==> src/rtl/reg_seq.sv <==
// Register-file sequencer: latches one reg-to-reg op, drives one-hot A/B selects, starts the ALU
// under a watchdog, then pulses the destination load enable. Accept-to-done is 2+ cycles.
module reg_seq #(
  parameter int NREG     = 8,
  parameter int IW       = 3,
  parameter int TIMEOUT  = 16,
  parameter int ZERO_REG = 1
) (
  input  logic            clk,
  input  logic            rst,
  input  logic            instr_valid,
  output logic            instr_ready,
  input  logic [IW-1:0]   ra,
  input  logic [IW-1:0]   rb,
  input  logic [IW-1:0]   rd,
  input  logic            wb,
  input  logic            alu_done,
  output logic            alu_start,
  output logic [NREG-1:0] sel_a,
  output logic [NREG-1:0] sel_b,
  output logic [NREG-1:0] en,
  output logic            done,
  output logic            err,
  output logic            busy
);

  localparam int CW = $clog2(TIMEOUT);
  localparam logic [CW-1:0] LAST = CW'(TIMEOUT - 1);

  typedef enum logic [1:0] {IDLE, EXEC, WRITE} state_t;

  state_t        state_q, state_d;
  logic [IW-1:0] ra_q, ra_d, rb_q, rb_d, rd_q, rd_d;
  logic          wb_q, wb_d;
  logic [CW-1:0] cnt_q, cnt_d;
  logic          err_q, err_d;
  logic          wr_allowed;

  always_comb begin
    state_d = state_q;
    ra_d    = ra_q;
    rb_d    = rb_q;
    rd_d    = rd_q;
    wb_d    = wb_q;
    cnt_d   = cnt_q;
    err_d   = 1'b0;
    case (state_q)
      IDLE: begin
        if (instr_valid) begin
          ra_d    = ra;
          rb_d    = rb;
          rd_d    = rd;
          wb_d    = wb;
          cnt_d   = '0;
          state_d = EXEC;
        end
      end
      EXEC: begin
        cnt_d = cnt_q + CW'(1);
        // A completion on the last watchdog cycle still wins over the timeout.
        if (alu_done) begin
          state_d = WRITE;
        end else if (cnt_q == LAST) begin
          state_d = IDLE;
          err_d   = 1'b1;
        end
      end
      WRITE:   state_d = IDLE;
      default: state_d = IDLE;
    endcase
  end

  always_ff @(posedge clk) begin
    if (rst) begin
      state_q <= IDLE;
      ra_q    <= '0;
      rb_q    <= '0;
      rd_q    <= '0;
      wb_q    <= 1'b0;
      cnt_q   <= '0;
      err_q   <= 1'b0;
    end else begin
      state_q <= state_d;
      ra_q    <= ra_d;
      rb_q    <= rb_d;
      rd_q    <= rd_d;
      wb_q    <= wb_d;
      cnt_q   <= cnt_d;
      err_q   <= err_d;
    end
  end

  // Outputs are forced low while rst is high, so ready stays 0 through the whole reset window.
  assign wr_allowed  = wb_q && !((ZERO_REG != 0) && (rd_q == '0));
  assign instr_ready = !rst && (state_q == IDLE);
  assign busy        = !rst && (state_q != IDLE);
  assign alu_start   = !rst && (state_q == EXEC) && (cnt_q == '0);
  assign sel_a       = (!rst && state_q == EXEC) ? (NREG'(1) << ra_q) : '0;
  assign sel_b       = (!rst && state_q == EXEC) ? (NREG'(1) << rb_q) : '0;
  assign en          = (!rst && state_q == WRITE && wr_allowed) ? (NREG'(1) << rd_q) : '0;
  assign done        = !rst && (state_q == WRITE);
  assign err         = !rst && err_q;

endmodule

==> config.mk <==
export PLATFORM = sky130hd
export DESIGN_NAME = reg_seq
export DESIGN_NICKNAME = d
export VERILOG_FILES = /design/src/rtl/reg_seq.sv
export SDC_FILE = /design/constraint.sdc
export NUM_CORES = 1
export LEC_CHECK = 0
export ABC_CLOCK_PERIOD_IN_PS = 1970
export CORE_MARGIN = 5
export CORE_UTILIZATION = 32
export DETAILED_ROUTE_END_ITERATION = 8
export PLACE_DENSITY_LB_ADDON = 0.2
export SLEW_MARGIN = 20
export SYNTH_ARGS = -nofsm -noshare
export SYNTH_HDL_FRONTEND = slang
export SYNTH_SLANG_ARGS = --single-unit
==> constraint.sdc <==
create_clock -name clk -period 1.97 [get_ports clk]
set_input_delay 0.394 -clock clk [delete_from_list [all_inputs] [get_ports clk]]
set_output_delay 0.394 -clock clk [all_outputs]
set_load 0.05 [all_outputs]
==> out/metrics.yaml <==
floorplanning:
  die_w_um: 64.7
  rows: 19
  design.die.area_mm2: 0.00418
  num_io_pins: 43
  start_util_pct: 34.1
  die_y_um: 64.7
  core_area_mm2: 0.00281
place:
  port_buffers: 41
  dpl.hpwl_mm: 2.34
  place_congestion: 0.853
  dp.cells: 195
sta:
  period_share_pct: 98.9
  hold_violations: 0
  slew_viol_final: 0
  period_minus_slack_ns: 1.95
  setup_viol: 0
  fin_skew_ns: 0.00116
  fmax_mhz: 513
  grt_setup_unrepaired: "true"
global_route:
  grt_max_degree: 12
  antenna_found_initial: 0
  grt_pass1_wl_mm: 5.15
  grt_pass1_vias: 1097
  track_usage_pct: 15.7
  overflow: 0
synthesis:
  ys_seq_area_share_pct: 35.6
  synthTopCellsByArea: "dfxtp_1 36%, mux2i_1 12%, nor2_1 9.8%"
  yosys.area.top_type: "dfxtp_1"
  syn_area_per_cell_um2: 8.39
  ys_types: 29
  syn_nets: 130
  yosysWarnings: 0
  syn_area_um2: 956
  synthCells: 114
  ys_ff_latch: 17
  synth_top_area_share_pct: 35.6
worst_setup_path:
  rr_startpoint: "state_q[0]"
  cp-start-kind: "register"
  worstPathMaxFanout: 5
  cp_data_arrival_time_ns: 1.55
  end_kind: "output pin"
  worstSetupPathType: "register to output pin"
  cp-endpoint: "sel_a[0]"
  cp.required_ns: 1.58
  r2r_cells: 5
  cp_slowest_cell: "dfxtp_4"
  rr_endpoint: "cnt_q[3]"
  path_cells: "nor2b_4, nand2b_4, buf_4, nor4_2, buf_12"
  cpPeakStageDelay_ns: 0.39
  r2r_slack_ns: 0.57
  critPathLaunch: "state_q[0]"
clocking:
  htree_levels: 1
  clockBufferDepth: 2
  cts_root_buf: "clkbuf_4"
  cts_tree: "done"
  cts_buffers: 3
  cts_sinks: 17
  clk_pin_slew_ns: 0.10
  insertion_delay_ns: 0.30
detailed_routing:
  antenna_left: 0
  vias: 1055
  viasPerCell: 5.12
  drc_errors: 0
  detail_route.wl_per_cell_um: 14.9
  dr.pass1.iters: 3
  drt_iter0_drc: 28
  routed_wl_mm: 3.07
power_and_ir_drop:
  p_per_area_mw_per_mm2: 415
  ir_drop_v: 0.000326
  power.leakage_uw: 0.000764
layout:
  layout.cells.non_filler: 206
  layout_common_cells: "28 x buf_12, 21 x buf_4, 20 x nor2_1, 15 x dfxtp_1, 12 x clkdlybuf4s50_1"
  final_common_cell: "buf_12"
  num-nets-final: 192
  layout-drive-gt1-share_pct: 47.4
  finalCoreUtilization_pct: 71.0
  diodes: 0
  syn_to_final_growth_pct: 108
hold_path:
  hp-class: "register to register"
outcome:
  outcome: "finished clean"
job:
  maxCapViolations: 0
==> area by class of cell <==
class	instances	area (um^2)
flip-flops and latches	17	348
repair buffers	63	861
inverters	4	15.0
fillers	198	813
clock buffers	3	22.5
well taps	31	38.8
clock inverters	1	5.00
multi-input cells	87	702
==> worst max-delay path, delay by kind of cell (launching register included) <==
kind          cells  cell delay, ns
simple gates      3            0.52
flops             1            0.39
buf+inv           2            0.35
==> kinds of logic after synthesis <==
| logic type | Yosys count | synth area share (%) |
|---|---|---|
| AOI/OAI and AO/OA | 5 | 4.58 |
| adders and majority gates | 2 | 2.62 |
| buffers and inverters | 10 | 5.76 |
| DFF | 17 | 35.6 |
| muxes | 11 | 11.5 |
| other | 1 | 0.392 |
| and+or+nand+nor | 68 | 39.5 |
==> registers in the layout, indices dropped and copies added, names as in the netlist <==
| name | cells |
|---|---|
| ra_q | 3 |
| cnt_q | 4 |
| err_q | 1 |
| state_q | 2 |
| rd_q | 3 |
| wb_q | 1 |
| rb_q | 3 |
==> power breakdown <==
group | internal, uW | switching, uW
sequential | 362 | 35.6
combinational | 124 | 115
clock | 75.7 | 116
total | 562 | 266
==> worst min-delay path by stage <==
| stage | end | slack, ns | start | cells past startpoint |
|---|---|---|---|---|
| 3_5_place_dp | cnt_q[2] | 0.55 | cnt_q[2] | 2 |
| 6_report | cnt_q[2] | 0.57 | cnt_q[2] | 2 |
| 4_1_cts | cnt_q[2] | 0.57 | cnt_q[2] | 2 |
| 2_1_floorplan | cnt_q[3] | 0.49 | cnt_q[3] | 2 |
| 3_3_place_gp | cnt_q[3] | 0.50 | cnt_q[3] | 2 |
| 5_1_grt | cnt_q[3] | 0.61 | cnt_q[3] | 2 |
==> Yosys cell counts (all sizes together) <==
library cell	instances
or3b	1
buf	6
dfxtp	17
nor4	2
a22oi	1
inv	4
nor2	25
mux2i	11
a31oi	2
ha	2
nor2b	2
o21bai	1
and3	2
nor4b	2
nand3	3
nand3b	3
nor3b	3
nand2b	6
o32ai	1
nor3	11
conb	1
nand2	8
==> layer usage <==
layer	up-vias	track usage (%)	wire [um]
met2	26	26.0	1540
met3	6	5.70	180
met1	515	18.5	1290
met4	0	6.07	58
met5	-	0	0
li1	508	-	-
==> through the flow <==
stage                     TNS (ns)  instance area (um^2)  power, uW  setup slack, ns  hold WS [ns]
after global routing        -0.541                  1990        866          -0.0600         0.608
after detailed placement     -5.64                  1840        619           -0.295         0.549
after global placement       -5.37                  1840        612           -0.309         0.503
after CTS                        0                  1940        825          0.00189         0.565
final                            0                  1990        827           0.0214         0.569
after floorplan              -3.51                  1040        522           -0.365         0.488
==> what timing repair did <==
item / in CTS / in global routing
buffers inserted: 6 / 1
setup endpoints to repair: 26 / 19
hold buffers: 0 / 0
gates resized for setup: 8 / 9
pin swaps: 2 / 5
Note: power is estimated with default switching activity, not from simulation.
